File: src/rtl/jbus_xfer.sv
// Bus-transfer sequencer for the 8-bit JCS bus: runs one four-quarter bus cycle
// (setup, enable, enable+set, hold) moving a word from register SRC to register DST.
module jbus_xfer #(
    parameter int QLEN  = 2,
    parameter int FIRST = 1,
    parameter int LAST  = 7
) (
    input  logic        CLK,
    input  logic        RESET,
    input  logic        START,
    input  logic [3:0]  SRC,
    input  logic [3:0]  DST,
    output logic [15:0] ENA,
    output logic [15:0] SET,
    output logic        BUSY,
    output logic        DONE,
    output logic        ERR,
    output logic [1:0]  PHASE
);

    typedef enum logic [2:0] {IDLE, SETUP, EN, ENSET, HOLD} state_t;

    localparam logic [7:0] QMAX = 8'(QLEN - 1);
    localparam logic [3:0] LO   = 4'(FIRST);
    localparam logic [3:0] HI   = 4'(LAST);

    state_t     state;
    logic [7:0] qcnt;
    logic [3:0] src_q;
    logic [3:0] dst_q;
    logic       legal;

    assign legal = (SRC >= LO) && (SRC <= HI) &&
                   (DST >= LO) && (DST <= HI) &&
                   (SRC != DST);

    // Outputs are updated on the same edge as the state change, so they are
    // already correct for the quarter being entered.
    always_ff @(posedge CLK) begin
        if (RESET) begin
            state <= IDLE;
            qcnt  <= '0;
            src_q <= '0;
            dst_q <= '0;
            ENA   <= '0;
            SET   <= '0;
            BUSY  <= 1'b0;
            DONE  <= 1'b0;
            ERR   <= 1'b0;
            PHASE <= 2'd0;
        end else begin
            DONE <= 1'b0;
            ERR  <= 1'b0;
            if (state == IDLE) begin
                qcnt <= '0;
                if (START) begin
                    if (legal) begin
                        src_q <= SRC;
                        dst_q <= DST;
                        state <= SETUP;
                        BUSY  <= 1'b1;
                        PHASE <= 2'd0;
                    end else begin
                        ERR <= 1'b1;
                    end
                end
            end else if (qcnt != QMAX) begin
                qcnt <= qcnt + 8'd1;
            end else begin
                qcnt <= '0;
                case (state)
                    SETUP: begin
                        state <= EN;
                        ENA   <= 16'b1 << src_q;
                        PHASE <= 2'd1;
                    end
                    EN: begin
                        state <= ENSET;
                        SET   <= 16'b1 << dst_q;
                        PHASE <= 2'd2;
                    end
                    ENSET: begin
                        state <= HOLD;
                        SET   <= '0;
                        PHASE <= 2'd3;
                    end
                    default: begin
                        // End of HOLD: drop the bus and report completion together.
                        state <= IDLE;
                        ENA   <= '0;
                        SET   <= '0;
                        PHASE <= 2'd0;
                        BUSY  <= 1'b0;
                        DONE  <= 1'b1;
                    end
                endcase
            end
        end
    end

endmodule

File: config.mk
export PLATFORM = sky130hd
export DESIGN_NAME = jbus_xfer
export DESIGN_NICKNAME = d
export VERILOG_FILES = /design/src/rtl/jbus_xfer.sv
export SDC_FILE = /design/constraint.sdc
export NUM_CORES = 1
export LEC_CHECK = 0
export BUFFER_PORTS_ARGS = -buffer_cell sky130_fd_sc_hd__buf_2
export CAP_MARGIN = 20
export CORE_ASPECT_RATIO = 1.25
export CORE_UTILIZATION = 40
export CTS_CLUSTER_DIAMETER = 150
export DETAILED_ROUTE_END_ITERATION = 16
export GPL_ROUTABILITY_DRIVEN = 0
export PLACE_DENSITY = 0.63
export SLEW_MARGIN = 20
export SYNTH_ARGS = -nofsm -noshare
export SYNTH_HDL_FRONTEND = slang
export SYNTH_SLANG_ARGS = --single-unit
File: constraint.sdc
create_clock -name CLK -period 2.1 [get_ports CLK]
set_input_delay 0.315 -clock CLK [delete_from_list [all_inputs] [get_ports CLK]]
set_output_delay 0.315 -clock CLK [all_outputs]
set_load 0.03 [all_outputs]
==> impl_metrics.py, run 1 <==
metrics = {
    "placement": {
        "place.port_buffers": 47,
        "place_inst": 329,
        "place_hpwl_um": 3280,
    },
    "clock_tree": {
        "numCtsBuffers": 5,
        "cts_max_level": 2,
        "cts.clk_slew.worst_paths_ns": 0.11,
        "clk_root_buffer_cell": "clkbuf_8",
        "cts_tree": "yes",
        "clkSinkCount": 56,
        "cts_setup_buffers": 0,
        "clock_path_buffers": 2,
        "clk_latency_ns": 0.32,
    },
    "logic_synthesis": {
        "synthTopCellsByArea": "dfxtp_1 (51%), a22o_1 (9.5%), o2bb2ai_1 (3.2%)",
        "yosysSeqAreaShare": 0.505,
        "netlist_instances": 218,
        "synth_top_cell_area_share": 0.505,
        "synthDistinctLibCells": 42,
        "yosysWarnings": 0,
        "ys_ff_latch": 56,
        "syn_nets": 231,
        "yosysTopAreaCell": "dfxtp_1",
        "netlist_area_um2": 2220,
        "avgSynthCellArea_um2": 10.2,
    },
    "setup_path": {
        "cp.required_ns": 2.30,
        "crit_path_end_kind": "register",
        "reg2reg_slack_ns": 0.13,
        "path_max_fanout": 7,
        "crit_type": "reg -> reg",
        "arrival_ns": 2.17,
        "cp-start-kind": "register",
    },
    "grt": {
        "grt_max_degree": 31,
        "grt_pass1_vias": 1660,
        "overflow": 0,
        "grt_use_total": 0.166,
        "grt_first_pass_wirelength_um": 7470,
        "grt_antenna_before_repair": 0,
    },
    "sta": {
        "tns_ns": 0,
        "min_period_over_period": 0.938,
        "hold_viol": 0,
        "finalSetupViolations": 0,
        "rsz0062_at_grt": "false",
        "drv_slew": 0,
        "worst-slew-pin-transition_ns": 0.537,
        "finClkSkew_ns": 0.00850,
        "hold_slack_ns": 0.272,
        "max_freq_mhz": 508,
        "fin_crit_ns": 1.97,
        "slew_headroom": 0.640,
    },
    "layout": {
        "fin_nets": 287,
        "mostFrequentLayoutCell": "dfxtp_1",
        "drive_above_1_share": 0.280,
        "antenna_cells": 0,
        "synthToLayoutAreaGrowth_pct": 20.6,
        "layout_common_cells": "dfxtp_1 (56), buf_2 (47), a22o_1 (24)",
        "finalNonFillerCells": 337,
        "finish.utilization": 0.512,
    },
    "drt": {
        "drc": 0,
        "drt_wl_total_um": 4490,
        "first_pass_iters": 4,
        "wl_per_cell_um": 13.3,
        "dr_total_vias": 1760,
        "drt-initial-drc-count": 65,
        "vias_per_cell": 5.22,
        "ant_nets": 0,
    },
    "floorplanning": {
        "placementRows": 29,
        "chipWidth_um": 68.6,
        "io_pins": 48,
        "dieArea_um2": 5850,
        "coreArea_um2": 5230,
        "die_h_um": 85.3,
        "start_util": 0.425,
    },
    "outcome": {
        "outcome": "complete, no violations",
    },
    "power_and_ir_drop": {
        "total_leakage_power_nw": 1.15,
        "power.density_nw_per_um2": 677,
        "ir_worst_vdd_mv": 0.260,
    },
    "min_path": {
        "worstHoldPathType": "in -> reg",
    },
    "job": {
        "maxCapViolations": 0,
    },
}
-- path summary, 6_finish.rpt --
| check | startpoint | end | depth (start not counted) |
|---|---|---|---|
| max | state[0] | src_q[3] | 4 |
| min | SRC[2] | src_q[2] | 3 |
| max reg2reg | state[0] | src_q[3] | 4 |
| min reg2reg | SET[14] | SET[14] | 1 |
-- kinds of logic after synthesis --
kind of cell    Yosys count  share of synthesized area
mux                       3                     0.0158
simple gates             74                      0.209
fa+ha+maj                 2                     0.0113
xor+xnor                 10                     0.0395
buf+inv                  21                     0.0412
flops                    56                      0.505
compound gates           52                      0.178
-- synth_stat cells, drive strengths merged --
library cell / number
dfxtp: 56
a22o: 24
nor2: 14
nand3: 13
a21oi: 10
inv: 10
nor3: 10
nor3b: 10
o2bb2ai: 8
clkbuf: 7
o21ai: 7
nand4: 5
xnor2: 5
xor2: 5
buf: 4
and3: 3
nor4b: 3
and3b: 2
ha: 2
mux2i: 2
nand2: 2
nand2b: 2
or3: 2
or4b: 2
a21o: 1
a22oi: 1
a2bb2oi: 1
and2: 1
and4: 1
mux2: 1
nand4b: 1
nor2b: 1
or2: 1
or3b: 1
-- through the flow --
stage	worst slack, ns	total power, mW	cell area, um^2
5_1_grt	0.0565	1.88	2680
4_1_cts	0.143	1.83	2670
3_5_place_dp	0.133	1.22	2580
2_1_floorplan	0.131	1.18	2220
6_report	0.131	1.81	2680
3_3_place_gp	0.178	1.22	2580
-- routing by layer --
metal,vias to the layer above,wire [um],global-route usage
met5,-,0,0
met4,0,78,0.0682
met3,8,158,0.0296
met2,31,2120,0.265
met1,806,2140,0.215
li1,915,-,-
-- area by class of cell --
cell class	instances	area (um^2)
multi-input cells	141	1010
clock inverters	3	27.5
fillers	514	2550
inverters	10	37.5
repair buffers	60	333
clock buffers	5	68.8
flip-flops and latches	56	1120
well taps	62	77.6
-- worst max-delay path: stages, from the launching register on --
cell	delay, ns
dfxtp_1	0.33
or4b_4	0.57
or4b_1	0.68
nor2_1	0.20
nor3b_1	0.07
-- state kept, by name (all words and copies together) (netlist names) --
name	cells
qcnt	8
src_q	4
ENA	16
BUSY	1
PHASE	2
dst_q	4
SET	16
ERR	1
DONE	1
state	3
-- where the power goes --
group	switching [mW]	internal [mW]
Clock	0.369	0.245
Sequential	0.00737	1.07
Combinational	0.0726	0.0494
Total	0.449	1.36
-- repair_timing --
item	CTS	global route
setup endpoints to repair	0	1
hold buffers	0	0
gates resized for setup	0	1
Power figures use the tool's default switching activity.
==> run 2, diff against run 1 <==
- CTS_BUF_LIST: unset -> sky130_fd_sc_hd__clkbuf_16
- SLEW_MARGIN: 20 -> unset
==> impl_metrics.py, run 2 (synthesis results as in run 1) <==
metrics = {
    "setup_path": {
        "crit_type": "reg -> reg",
        "critPathSlowestCell": "or4b_1",
        "arrival_ns": 2.13,
        "path_max_fanout": 7,
        "reg2reg_slack_ns": 0.13,
        "timing.rr.start": "state[0]",
        "crit_path_end_kind": "register",
        "timing.rr.end": "src_q[3]",
        "crit_path_end": "src_q[3]",
        "critPathTopFamily": "simple AND/OR/NAND/NOR gates",
        "startpoint": "state[0]",
        "cp.required_ns": 2.26,
        "path_buf_inv": 0,
        "critPathMaxStageDelay_ns": 0.68,
        "reg2reg_depth": 4,
        "cp_num_cells": 4,
        "cp-start-kind": "register",
        "crit_chain": "or4b_4 -> or4b_1 -> nor2_1 -> nor3b_1",
    },
    "sta": {
        "drv_slew": 0,
        "min_period_over_period": 0.939,
        "fin_crit_ns": 1.97,
        "finClkSkew_ns": 0.00545,
        "finalSetupViolations": 0,
        "tns_ns": 0,
        "hold_slack_ns": 0.301,
        "slew_headroom": 0.632,
        "worst-slew-pin-transition_ns": 0.548,
        "max_freq_mhz": 507,
        "hold_viol": 0,
        "rsz0062_at_grt": "false",
    },
    "drt": {
        "wl_per_cell_um": 13.3,
        "drc": 0,
        "vias_per_cell": 5.19,
        "drt-initial-drc-count": 52,
        "drt_wl_total_um": 4500,
        "ant_nets": 0,
        "first_pass_iters": 4,
        "dr_total_vias": 1750,
    },
    "grt": {
        "grt_first_pass_wirelength_um": 7450,
        "overflow": 0,
        "grt_use_total": 0.166,
        "grt_antenna_before_repair": 0,
        "grt_max_degree": 31,
        "grt_pass1_vias": 1647,
    },
    "min_path": {
        "hold_depth": 3,
        "worstHoldPathType": "in -> reg",
    },
    "floorplanning": {
        "start_util": 0.425,
        "io_pins": 48,
        "coreArea_um2": 5230,
        "dieArea_um2": 5850,
        "placementRows": 29,
        "die_h_um": 85.3,
        "chipWidth_um": 68.6,
    },
    "clock_tree": {
        "numCtsBuffers": 5,
        "clk_latency_ns": 0.29,
        "postCtsHoldBufs": 0,
        "cts_max_level": 2,
        "cts.clk_slew.worst_paths_ns": 0.07,
        "cts_tree": "yes",
        "clock_path_buffers": 2,
        "clkSinkCount": 56,
        "cts_setup_buffers": 0,
        "clk_root_buffer_cell": "clkbuf_16",
    },
    "job": {
        "maxCapViolations": 0,
    },
    "power_and_ir_drop": {
        "power.density_nw_per_um2": 745,
        "p_total_mw": 2.04,
        "ir_worst_vdd_mv": 0.459,
        "total_leakage_power_nw": 1.17,
    },
    "layout": {
        "antenna_cells": 0,
        "mostFrequentLayoutCell": "dfxtp_1",
        "synthToLayoutAreaGrowth_pct": 23.2,
        "layout_common_cells": "dfxtp_1 (56), buf_2 (47), a22o_1 (24)",
        "top_regs": "ENA x16, SET x16, qcnt x8",
        "drive_above_1_share": 0.280,
        "fin_nets": 287,
    },
    "placement": {
        "place.port_buffers": 47,
        "place_hpwl_um": 3280,
    },
    "outcome": {
        "outcome": "complete, no violations",
    },
}
run 2: cell types whose count changed in the layout (fill, tap and decap cells not counted):
cell       previous run  this run
clkbuf_8              5         0
clkbuf_16             0         5
run 2: final cells by class:
| type | count | area, um^2 |
|---|---|---|
| well taps | 62 | 77.6 |
| clock buffers | 5 | 125 |
| clock inverters | 3 | 27.5 |
| flip-flops and latches | 56 | 1120 |
| multi-input cells | 141 | 1010 |
| inverters | 10 | 37.5 |
| repair buffers | 60 | 333 |
| fillers | 510 | 2490 |
run 2: layer usage:
metal,GRT usage,routed length [um],vias to the layer above
li1,-,-,914
met1,0.211,2140,803
met2,0.268,2150,31
met3,0.0417,169,2
met4,0.0568,40,0
met5,0,0,-
run 2: worst reg2reg max path: stages, from the launching register on:
cell and delay (ns):
dfxtp_1 0.32, or4b_4 0.57, or4b_1 0.68, nor2_1 0.20, nor3b_1 0.07
run 2: how the worst min path moves through the flow:
| stage | startpoint | to | slack, ns |
|---|---|---|---|
| 2_1_floorplan | qcnt[0] | qcnt[0] | 0.45 |
| 3_5_place_dp | SET[14] | SET[14] | 0.45 |
| 4_1_cts | DST[1] | dst_q[1] | 0.30 |
| 3_3_place_gp | SET[14] | SET[14] | 0.44 |
| 6_report | SRC[2] | src_q[2] | 0.30 |
| 5_1_grt | DST[1] | dst_q[1] | 0.31 |
run 2: per-stage QoR:
stage / worst slack, ns / utilization / cells / area, um^2
floorplan: 0.131 / - / 218 / 2220
global placement: 0.178 / 0.493 / 329 / 2580
detailed placement: 0.133 / 0.493 / 329 / 2580
CTS: 0.141 / 0.522 / 337 / 2730
global route: 0.0664 / 0.523 / 337 / 2730
finish: 0.128 / 0.523 / 337 / 2730
run 2: where the power goes:
| part | total [mW] | leakage (nW) | switching, mW | internal (mW) |
|---|---|---|---|---|
| registers | 1.08 | 0.452 | 0.00734 | 1.07 |
| logic | 0.122 | 0.649 | 0.0726 | 0.0494 |
| clock network | 0.838 | 0.0719 | 0.385 | 0.453 |
| total | 2.04 | 1.17 | 0.465 | 1.57 |
run 2: what timing repair did:
item                                   CTS  global route
endpoints found under the hold margin    0             0
setup endpoints to repair                0             4
gates resized for setup                  0             1
